### src/rtl/score_display_driver_pkg.sv
// Shared game types and seven-segment glyph constants.
// Segment vectors are active high, ordered {g,f,e,d,c,b,a}.
package score_display_driver_pkg;

   typedef enum logic [1:0] {
      IDLE = 2'd0,
      RUN  = 2'd1,
      WIN  = 2'd2,
      OVER = 2'd3
   } state_t;

   localparam logic [6:0] SEG_BLANK = 7'b0000000;
   localparam logic [6:0] SEG_DASH  = 7'b1000000;
   localparam logic [6:0] SEG_ERR   = 7'b1111001;

   localparam logic [6:0] SEG_DIGIT [10] = '{
      7'b0111111,   // 0
      7'b0000110,   // 1
      7'b1011011,   // 2
      7'b1001111,   // 3
      7'b1100110,   // 4
      7'b1101101,   // 5
      7'b1111101,   // 6
      7'b0000111,   // 7
      7'b1111111,   // 8
      7'b1101111    // 9
   };

endpackage

### src/rtl/score_display_driver_seg_decoder.sv
// BCD digit to active-high seven-segment pattern; non-BCD values show E.
module seg_decoder
   import score_display_driver_pkg::*;
(
   input  logic [3:0] value,
   output logic [6:0] pattern
);

   // Table lookup for 0..9, error glyph for anything else.
   always_comb begin
      pattern = SEG_ERR;
      if (value <= 4'd9) begin
         pattern = SEG_DIGIT[value];
      end
   end

endmodule

### src/rtl/score_display_driver.sv
// Two-digit multiplexed seven-segment driver for the score counter.
// Digits are snapshotted once per frame so a slot pair never mixes scores.
module score_display_driver
   import score_display_driver_pkg::*;
#(
   parameter int SCAN_DIV       = 12000,
   parameter int BLINK_DIV      = 6000000,
   parameter bit SEG_ACTIVE_LOW = 1'b0
) (
   input  logic       clk,
   input  logic       reset,
   input  state_t     state,
   input  logic [3:0] bcd_ones,
   input  logic [3:0] bcd_tens,
   output logic [6:0] seg,
   output logic       dp,
   output logic [1:0] digit_en
);

   localparam int SCAN_W  = (SCAN_DIV  > 1) ? $clog2(SCAN_DIV)  : 1;
   localparam int BLINK_W = (BLINK_DIV > 1) ? $clog2(BLINK_DIV) : 1;
   localparam logic [SCAN_W-1:0]  SCAN_LAST  = SCAN_W'(SCAN_DIV - 1);
   localparam logic [BLINK_W-1:0] BLINK_LAST = BLINK_W'(BLINK_DIV - 1);

   logic [SCAN_W-1:0]  scan_cnt_q,  scan_cnt_d;
   logic               digit_sel_q, digit_sel_d;
   logic [BLINK_W-1:0] blink_cnt_q, blink_cnt_d;
   logic               blink_on_q,  blink_on_d;
   logic [3:0]         snap_ones_q, snap_ones_d;
   logic [3:0]         snap_tens_q, snap_tens_d;
   state_t             prev_state_q, prev_state_d;
   logic               snap_pend_q, snap_pend_d;
   logic [6:0]         seg_q, seg_d;
   logic               dp_q, dp_d;
   logic [1:0]         digit_en_q, digit_en_d;

   logic               scan_wrap;
   logic               over_entry;
   logic [3:0]         dec_val;
   logic [6:0]         dec_pattern;
   logic [1:0]         slot_en;
   logic               tens_dark;

   assign dec_val = digit_sel_q ? snap_tens_q : snap_ones_q;

   seg_decoder u_seg_decoder (
      .value   (dec_val),
      .pattern (dec_pattern)
   );

   // Scan timer, frame snapshot and blink timer next-state.
   always_comb begin
      scan_wrap    = (scan_cnt_q == SCAN_LAST);
      scan_cnt_d   = scan_wrap ? '0 : scan_cnt_q + 1'b1;
      digit_sel_d  = digit_sel_q ^ scan_wrap;

      snap_ones_d  = snap_ones_q;
      snap_tens_d  = snap_tens_q;
      snap_pend_d  = 1'b0;
      // First cycle out of reset, or tens->ones wrap (frame start).
      if (snap_pend_q || (scan_wrap && digit_sel_q)) begin
         snap_ones_d = bcd_ones;
         snap_tens_d = bcd_tens;
      end

      over_entry   = (state == OVER) && (prev_state_q != OVER);
      prev_state_d = state;

      // OVER entry restarts the blink in its "on" phase, overriding a wrap.
      if (over_entry) begin
         blink_cnt_d = '0;
         blink_on_d  = 1'b1;
      end else if (blink_cnt_q == BLINK_LAST) begin
         blink_cnt_d = '0;
         blink_on_d  = ~blink_on_q;
      end else begin
         blink_cnt_d = blink_cnt_q + 1'b1;
         blink_on_d  = blink_on_q;
      end
   end

   // Glyph selection for the active slot, before polarity.
   always_comb begin
      slot_en    = digit_sel_q ? 2'b10 : 2'b01;
      tens_dark  = digit_sel_q && (snap_tens_q == 4'd0);
      seg_d      = SEG_BLANK;
      dp_d       = 1'b0;
      digit_en_d = 2'b00;
      case (state)
         RUN, WIN, OVER: begin
            if (!tens_dark && ((state != OVER) || blink_on_q)) begin
               digit_en_d = slot_en;
               seg_d      = dec_pattern;
               dp_d       = (state == WIN);
            end
         end
         default: begin
            digit_en_d = slot_en;
            seg_d      = SEG_DASH;
         end
      endcase
   end

   // All state and the output register; polarity applied on the way in.
   always_ff @(posedge clk) begin
      if (!reset) begin
         scan_cnt_q   <= '0;
         digit_sel_q  <= 1'b0;
         blink_cnt_q  <= '0;
         blink_on_q   <= 1'b1;
         snap_ones_q  <= 4'd0;
         snap_tens_q  <= 4'd0;
         prev_state_q <= IDLE;
         snap_pend_q  <= 1'b1;
         seg_q        <= SEG_ACTIVE_LOW ? ~SEG_BLANK : SEG_BLANK;
         dp_q         <= SEG_ACTIVE_LOW;
         digit_en_q   <= 2'b00;
      end else begin
         scan_cnt_q   <= scan_cnt_d;
         digit_sel_q  <= digit_sel_d;
         blink_cnt_q  <= blink_cnt_d;
         blink_on_q   <= blink_on_d;
         snap_ones_q  <= snap_ones_d;
         snap_tens_q  <= snap_tens_d;
         prev_state_q <= prev_state_d;
         snap_pend_q  <= snap_pend_d;
         seg_q        <= SEG_ACTIVE_LOW ? ~seg_d : seg_d;
         dp_q         <= SEG_ACTIVE_LOW ? ~dp_d : dp_d;
         digit_en_q   <= digit_en_d;
      end
   end

   assign seg      = seg_q;
   assign dp       = dp_q;
   assign digit_en = digit_en_q;

endmodule

### config.mk
export PLATFORM = sky130hd
export DESIGN_NAME = score_display_driver
export DESIGN_NICKNAME = d
export VERILOG_FILES = /design/src/rtl/score_display_driver_pkg.sv /design/src/rtl/score_display_driver_seg_decoder.sv /design/src/rtl/score_display_driver.sv
export SDC_FILE = /design/constraint.sdc
export NUM_CORES = 1
export LEC_CHECK = 0
export ABC_AREA = 1
export CAP_MARGIN = 20
export CORE_MARGIN = 5
export CORE_UTILIZATION = 52
export DETAILED_ROUTE_END_ITERATION = 10
export PLACE_DENSITY = 0.75
export RECOVER_POWER = 50
export SYNTH_ARGS = -nofsm -noshare
export SYNTH_HDL_FRONTEND = slang
export SYNTH_HIERARCHICAL = 1
export SYNTH_SLANG_ARGS = --single-unit
### constraint.sdc
create_clock -name clk -period 1.53 [get_ports clk]
set_input_delay 0.306 -clock clk [delete_from_list [all_inputs] [get_ports clk]]
set_output_delay 0.306 -clock clk [all_outputs]
set_load 0.02 [all_outputs]
### After elaboration in Yosys (flattened, before gate mapping)

Memories as Yosys holds them, arrays and structs flattened.
Cells that the tools add are included.
Widths: inputs -> output; s select.

| operators by class | value |
|---|---|
| add/sub/neg operators | 2 |
| reductions and logical operators | 14 |
| bitwise operators | 4 |
| equal/unequal tests | 7 |
| muxes and demuxes | 10 |
| magnitude comparators | 2 |

Operator list:

| operator | number |
|---|---|
| $mux 7 | 5 |
| $add 23x1->23 const B | 1 |
| $eq 23x23->1 const B | 1 |
| $add 14x1->14 const B | 1 |
| $eq 14x14->1 const B | 1 |
| $mux 2 | 3 |
| $reduce_or 3->1 | 2 |
| $ge 5x5->1 const B | 1 |
| $not 4->5 | 1 |
| $eq 2x2->1 const B | 2 |
| $le 4x4->1 const B | 1 |
| $logic_and 1x1->1 | 4 |
| $logic_not 4->1 | 1 |
| $mux 4 | 1 |
| $ne 2x2->1 const B | 2 |
| $reduce_and 4->1 | 1 |
| $reduce_or 2->1 | 2 |
| $reduce_and 3->1 | 1 |
| $eq 2x1->1 const B | 1 |
| $logic_or 1x1->1 | 2 |
| $not 1->1 | 2 |
| $logic_not 1->1 | 1 |
| $mux 1 | 1 |
| $xor 1x1->1 | 1 |

| word-level totals | value |
|---|---|
| flip-flop bits (word level) | 60 |
| memories | 1 |
| memory bits (read-only) | 112 |
| bits of input ports | 12 |

Memory list:

| memory | depth | bits a word | read ports | clocked after Yosys merged registers in | write ports | line | text |
|---|---|---|---|---|---|---|---|
| (name not given) | 16 | 7 | 1 | 0 | 0 | score_display_driver_seg_decoder.sv:13 | `pattern = SEG_DIGIT[value];` |

### Longest topological paths before layout

Gate-level depths: netlist of the first run.

| logic depth | value |
|---|---|
| depth in word-level cells | 8 |
| depth in mapped cells | 12 |
| gate-level depth less buffers | 12 |

### Modules after synthesis

Netlist of the first run, hierarchy kept.

By module, submodules not included:

| module | instances | cells an instance | sequential area each (um2) | area an instance (um2) |
|---|---|---|---|---|
| score_display_driver | 1 | 378 | 1201.2 | 2762.6 |
| seg_decoder | 1 | 34 | 0.0 | 210.2 |

### Worst setup path after synthesis of the first run

No wires, ideal clock.

| timing | value |
|---|---|
| path type | flip-flop to flip-flop |
| from | register scan_cnt_q[0] |
| to | register snap_tens_q[2] |
| arrival time | 1.557 ns |
| data required time | 1.405 ns |
| setup slack | -0.153 ns |
| period minus slack after synthesis | 1.683 ns |
| stages on the path, launching flop included | 11 |
| path through | dfxtp_1 > ha_1 > nand3_1 > inv_1 > nand2_1 > nor4_1 > ha_1 > nor2_1 > clkbuf_1 > o21ai_0 > a21oi_1 |

| on the way | value |
|---|---|
| longest elaborated chain between the ends | 3 |

Ends and longest elaborated chain:

| what | line | text |
|---|---|---|
| start, declared | score_display_driver.sv:25 | `logic [SCAN_W-1:0] scan_cnt_q, scan_cnt_d;` |
| start signal, assigned | score_display_driver.sv:119 | `scan_cnt_q <= scan_cnt_d;` |
| $eq 14x14->1 | score_display_driver.sv:53 | `scan_wrap = (scan_cnt_q == SCAN_LAST);` |
| $logic_and 1x1->1 | score_display_driver.sv:61 | `if (snap_pend_q \|\| (scan_wrap && digit_sel_q)) begin` |
| $logic_or 1x1->1 | score_display_driver.sv:61 |  |
| end signal, assigned | score_display_driver.sv:124 | `snap_tens_q <= snap_tens_d;` |
| end, declared | score_display_driver.sv:30 | `logic [3:0] snap_tens_q, snap_tens_d;` |

Every way passes these cells.
A chain may end at the register's enable or synchronous reset.

### Final worst setup path of the first run

| timing | value |
|---|---|
| from | register scan_cnt_q[0] |
| to | register snap_tens_q[3] |

Same word-level chain as after synthesis.

==> results of run 1 <==
logic make-up (layout without fill, tap and decap cells):
group | count (synthesis) | in the layout | share of synthesized area, %
and+or+nand+nor | 233 | 234 | 36.0
buffers and inverters | 61 | 138 | 8.33
DFF | 60 | 60 | 40.4
AOI/OAI and AO/OA | 33 | 33 | 6.65
xor gates and xnor gates | 15 | 15 | 4.42
adders and majority gates | 10 | 10 | 4.21
through the flow:
step	setup TNS (ns)	util (%)	setup slack [ns]	power, uW	instances
after floorplan	-0.0321	-	-0.0195	1860	412
after global placement	-2.88	64.7	-0.343	1990	542
after detailed placement	-3.86	64.7	-0.429	2000	542
after CTS	-0.0464	68.0	-0.0184	3260	558
after global routing	-0.218	69.8	-0.0481	3380	562
final	0	69.8	0.0221	3230	562
final timing paths:
path,startpoint,endpoint,slack (ns),cells after the start
setup / recovery,scan_cnt_q[0]$_SDFF_PP0_,snap_tens_q[3]$_SDFFE_PN0P_,0.02,9
hold / removal,blink_on_q$_SDFFE_PP1N_,blink_on_q$_SDFFE_PP1N_,0.46,2
setup reg to reg,scan_cnt_q[0]$_SDFF_PP0_,snap_tens_q[3]$_SDFFE_PN0P_,0.02,9
hold reg to reg,blink_on_q$_SDFFE_PP1N_,blink_on_q$_SDFFE_PP1N_,0.46,2
registers in the layout, indices dropped and copies added, names as in the netlist:
register / cells
blink_cnt_q: 23
scan_cnt_q: 14
seg: 7
snap_ones_q: 4
snap_tens_q: 4
digit_en: 2
prev_state_q: 2
blink_on_q: 1
digit_sel_q: 1
dp: 1
snap_pend_q: 1
per-layer routing:
metal  vias to the layer above  routed length (um)  GRT usage, %
met4                         0                 141          8.20
met2                        46                3100          32.2
met1                      1208                2690          20.0
met3                        13                 268          6.72
met5                         -                   0             0
li1                       1443                   -             -
layout by cell type (no fill, tap or decap), types with 2 or more instances in the layout:
cell,Yosys,routed
clkinvlp_4,0,4
o211ai_1,2,2
ha_1,10,7
ha_2,0,2
nand2_2,1,5
nand4_1,9,9
xnor2_1,6,6
nor2_4,3,5
clkbuf_8,0,9
inv_2,4,6
dfxtp_2,0,5
or2_1,2,2
nor2_2,18,21
nand3_2,4,4
clkdlybuf4s50_1,0,10
nor3_2,2,2
inv_1,52,46
dlygate4sd2_1,0,10
nand3_1,28,27
xor2_1,9,9
nor2_1,65,61
nand2_1,90,85
o21ai_0,12,4
dfxtp_1,60,54
inv_4,0,4
nor3_1,7,7
buf_4,1,44
o21ai_1,0,7
a21oi_1,15,14
final cells by class:
cell class	instances	area, um2	share of cell area, %
multi-input cells	292	1630	42.1
well taps	72	90.1	2.33
flip-flops and latches	60	1210	31.3
clock inverters	7	52.6	1.36
repair buffers	66	539	13.9
clock buffers	9	124	3.20
inverters	56	220	5.70
report_power, final:
part	total [uW]	internal, uW	switching [uW]
logic	328	148	180
registers	1640	1610	24.0
clock network	1260	590	675
total	3230	2350	879
worst max-delay path: cells and delay by family (launching register included):
kind / cells / cell delay [ns]
fa+ha+maj: 2 / 0.40
compound gates: 2 / 0.22
flops: 1 / 0.36
buf+inv: 1 / 0.08
simple gates: 4 / 0.34
what timing repair did:
| item | 4_1_cts | 5_1_grt |
|---|---|---|
| hold endpoints to repair | 0 | 0 |
| setup buffers | 0 | 3 |
| resized for setup | 17 | 26 |
| hold buffers | 0 | 0 |
| pin swaps | 3 | 13 |
| endpoints found under the setup margin | 22 | 29 |
| cloned | 0 | 1 |
==> run_results.csv, run 1 <==
group,metric,value,unit
synth,synth_fp_nets,434,
sta,setup_viol,0,
job,maxCapViolations,0,
global_route,grt_pass1_wl,10900,um
synth,yosys.area.top_type,"dfxtp_1",
run_status,status,"completed",
die,die_w,85.6,um
global_route,grt_pass1_vias,2680,
cells_and_area,nets,507,
synth,synth_edf_count,0,
synth,yosysWarnings,6,
synth,netlist_area,0.00297,mm2
setup_path,path_max_fanout,6,
sta,hold_viol,0,
synth,ys_types,31,
setup_path,crit_path_start_kind,"flop",
synth,synth-main-ff-cell,"dfxtp_1",
clock_tree,cts_tree,"built",
setup_path,slowest_delay,0.36,ns
placement,dpl_cell_area,0.00359,mm2
pwr,powerDensity,835,mW/mm2
global_route,grt_antenna_before_repair,0,
cells_and_area,design_area,0.00387,mm2
synth,ys_ff_latch,60,
synth,async_reset_ff_share,0,%
cells_and_area,nFillCells,462,
clock_tree,clockRootBuffer,"clkbuf_8",
clock_tree,cts_buffers,9,
global_route,grt_max_degree,24,
die,fp.coreArea,0.00554,mm2
setup_path,required,1.77,ns
synth,synth_most_common_cell,"nand2_1",
sta,post-route-min-period,1.51,ns
placement,gp_congestion,0.842,
detailed_routing,ant_nets,0,
synth,synth_seq_area_share,40.4,%
global_route,grt-ovfl-total,0,
die,dieArea,0.00733,mm2
cells_and_area,syn2layout_area_growth,30.1,%
die,die_y,85.6,um
clock_tree,clock_sinks,60,
placement,dp_hpwl,4690,um
pwr,ir_drop,0.000647,V
synth,synth_common_cells,"nand2_1 (90), nor2_1 (65), dfxtp_1 (60), inv_1 (52), nand3_1 (28)",
detailed_routing,firstDrtPassIters,4,
setup_path,critPathSlowestCell,"dfxtp_2",
die,num_rows,27,
detailed_routing,wirelength,6210,um
sta,finalMaxSlewViolations,0,
clock_tree,clk_latency,0.35,ns
cells_and_area,drive_gt1_share,25.7,%
synth,avgSynthCellArea,7.22,um2
sta,holdWs,0.457,ns
global_route,grt.total_usage,18.5,%
sta,timing.fmax,663,MHz
synth,yosysTopAreaCellShare,40.4,%
sta,finalClockSkew,0.0103,ns
setup_path,cp.arrival,1.75,ns
setup_path,cp-end-kind,"flop",
die,start_util,53.7,%
cells_and_area,antenna_cells,0,
worst_hold_path,min_path_type,"reg2reg",
sta,rsz0062_at_grt,"yes",
setup_path,path_cells,"ha_4 -> nand3_4 -> inv_4 -> nand2_4 -> nor4_4 -> ha_2 -> nor2_4 -> o21ai_1 -> a21oi_1",
detailed_routing,vias,2710,
clock_tree,cts_max_level,3,
clock_tree,clkTransAtPathRegs,0.08,ns
sta,tightestPinTransition,0.345,ns
detailed_routing,wl_per_cell,11.0,um
synth,synthCells,412,
detailed_routing,dr.first_iter.drc_count,88,
clock_tree,ctsLongestPathBuffers,2,
detailed_routing,avgViaCountPerCell,4.82,
placement,port_buffers,21,
sta,relSlewSlack,76.9,%
sta,finalCritPeriodShare,98.6,%
synth,yosys-top-cells-area,"dfxtp_1 (40%), nand2_1 (11%), nor2_1 (8.2%)",
detailed_routing,drc,0,
die,top_level_ports,22,
pwr,leakagePower,0.00161,uW
setup_path,critPathKind,"reg2reg",
(Power assumes the default switching activity.)
==> inputs of run 2 (changes only) <==
Settings changed: CORE_UTILIZATION 52 to 55, PLACE_DENSITY 0.75 to 0.76.
Clock period 1.53 ns to 1.7 ns, I/O delays scaled along.
==> run 2 against run 1 <==
Sequential share of layout area grew 2.0 points. First-iteration DRC count grew 36%. Routed wire length shrank 0.39%. Die area shrank 4.8%. Core utilization grew 0.22 points. Count of clock-buffer cells in the layout grew 3.
==> run_results.csv, run 2 (same netlist as run 1, synthesis figures left out) <==
group,metric,value,unit
detailed_routing,firstDrtPassIters,6,
setup_path,crit_path_start_kind,"flop",
placement,port_buffers,21,
detailed_routing,wl_per_cell,11.7,um
job,maxCapViolations,0,
clock_tree,clk_latency,0.34,ns
setup_path,critPathSlowestCell,"dfxtp_2",
sta,setup_viol,0,
die,die_y,83.5,um
cells_and_area,design_area,0.00362,mm2
cells_and_area,nets,477,
pwr,powerDensity,895,mW/mm2
placement,dp_hpwl,4390,um
sta,post-route-min-period,1.63,ns
global_route,grt_pass1_wl,10400,um
setup_path,cp.arrival,1.87,ns
sta,holdWs,0.468,ns
clock_tree,clock_sinks,60,
sta,hold_viol,0,
sta,finalMaxSlewViolations,0,
clock_tree,clockRootBuffer,"clkbuf_8",
global_route,grt_max_degree,24,
die,die_w,83.5,um
clock_tree,cts_max_level,3,
global_route,grt.total_usage,18.5,%
run_status,status,"completed",
detailed_routing,avgViaCountPerCell,4.95,
cells_and_area,regMostFlops,"blink_cnt_q",
pwr,ir_drop,0.000708,V
cells_and_area,syn2layout_area_growth,21.8,%
cells_and_area,largest_reg_flops,23,
die,fp.coreArea,0.00517,mm2
global_route,grt-ovfl-total,0,
global_route,grt_pass1_vias,2426,
detailed_routing,wirelength,6180,um
placement,dpl_cell_area,0.00334,mm2
cells_and_area,final_cell_mix,"nand2_1 (87), nor2_1 (73), dfxtp_1 (56), inv_1 (48), nand3_1 (27)",
placement,placed_cells,512,
global_route,grt_antenna_before_repair,0,
die,dieArea,0.00698,mm2
clock_tree,cts_tree,"built",
clock_tree,clkTransAtPathRegs,0.07,ns
cells_and_area,layout_commonest_cell,"nand2_1",
detailed_routing,vias,2624,
die,start_util,57.5,%
sta,finalClockSkew,0.0106,ns
worst_hold_path,min_path_type,"reg2reg",
cells_and_area,drive_gt1_share,16.3,%
pwr,leakagePower,0.00145,uW
clock_tree,cts_buffers,9,
die,top_level_ports,22,
sta,tightestPinTransition,0.421,ns
setup_path,slowest_delay,0.35,ns
clock_tree,ctsLongestPathBuffers,2,
cells_and_area,fin_cells,530,
clock_tree,ctsHoldBuffers,0,
sta,finalCritPeriodShare,96.1,%
cells_and_area,final_util,70.0,%
setup_path,critPathKind,"reg2reg",
die,num_rows,26,
setup_path,path_cells,"ha_4 -> nand3_2 -> inv_2 -> nand2_2 -> nor4_4 -> ha_2 -> nor2_4 -> o21ai_0 -> nor2_1",
detailed_routing,dr.first_iter.drc_count,120,
setup_path,path_max_fanout,11,
setup_path,required,1.93,ns
placement,gp_congestion,0.894,
setup_path,cp-end-kind,"flop",
cells_and_area,antenna_cells,0,
sta,timing.fmax,612,MHz
sta,relSlewSlack,71.9,%
detailed_routing,drc,0,
detailed_routing,ant_nets,0,
cells_and_area,nFillCells,423,
## run 2: changes by cell type in the layout (fill, tap and decap cells not counted), sizes merged
cell,change
clkdlybuf4s50,+9
buf,-29
clkbuf,+3
dlygate4sd3,+1
clkinvlp,-4
bufinv,+2
nor2,-1
dlygate4sd2,-10
inv,-1
## run 2: worst max-delay path, delay by kind of cell, from the launching register on
kind / cells / cell delay, ns
flops: 1 / 0.35
fa+ha+maj: 2 / 0.40
compound gates: 1 / 0.15
simple gates: 5 / 0.56
buf+inv: 1 / 0.07
## run 2: timing repair
| action | 4_1_cts | 5_1_grt |
|---|---|---|
| resized for setup | 8 | 17 |
| pin swaps | 2 | 4 |
| setup buffers | 0 | 2 |
| endpoints found under the setup margin | 8 | 14 |
## run 2: layout make-up
type | instances | area (um2) | share of cell area [%]
Multi-Input combinational cell | 291 | 1550 | 42.8
Tap cell | 70 | 87.6 | 2.42
Clock buffer | 12 | 165 | 4.56
Timing Repair Buffer | 37 | 330 | 9.12
Inverter | 56 | 210 | 5.81
Sequential cell | 60 | 1210 | 33.3
Clock inverter | 4 | 70.1 | 1.94
## run 2: path summary, 6_finish.rpt
kind              slack [ns]  cells after the start                     endpoint                 startpoint
setup / recovery        0.07                      9  snap_tens_q[1]$_SDFFE_PN0P_   scan_cnt_q[0]$_SDFF_PP0_
hold / removal          0.47                      2    scan_cnt_q[11]$_SDFF_PP0_  scan_cnt_q[11]$_SDFF_PP0_
setup reg to reg        0.07                      9  snap_tens_q[1]$_SDFFE_PN0P_   scan_cnt_q[0]$_SDFF_PP0_
hold reg to reg         0.47                      2    scan_cnt_q[11]$_SDFF_PP0_  scan_cnt_q[11]$_SDFF_PP0_
## run 2: report_power, final
group / internal, uW / total, uW / switching (uW)
logic: 121 / 273 / 151
registers: 1450 / 1470 / 22.8
clock network: 940 / 1490 / 552
## run 2: per-stage QoR
step                      total power, uW  setup TNS (ns)  worst slack (ns)
final                                3240               0            0.0663
after global routing                 3370          -0.100           -0.0284
after CTS                            3260               0          0.000240
after detailed placement             1770           -1.92            -0.304
after global placement               1760           -1.31            -0.213
after floorplan                      1660               0            0.0172
## run 2: metal layers
layer  wire length, um  vias up  global-route usage (%)  part of all wire (%)
met5                 0        -                       0                     0
met4               148        0                    8.63                   2.4
met3               258       15                    5.03                   4.2
li1                  -     1389                       -                     -
met2              2920       41                    30.4                    47
met1              2850     1179                    22.5                    46
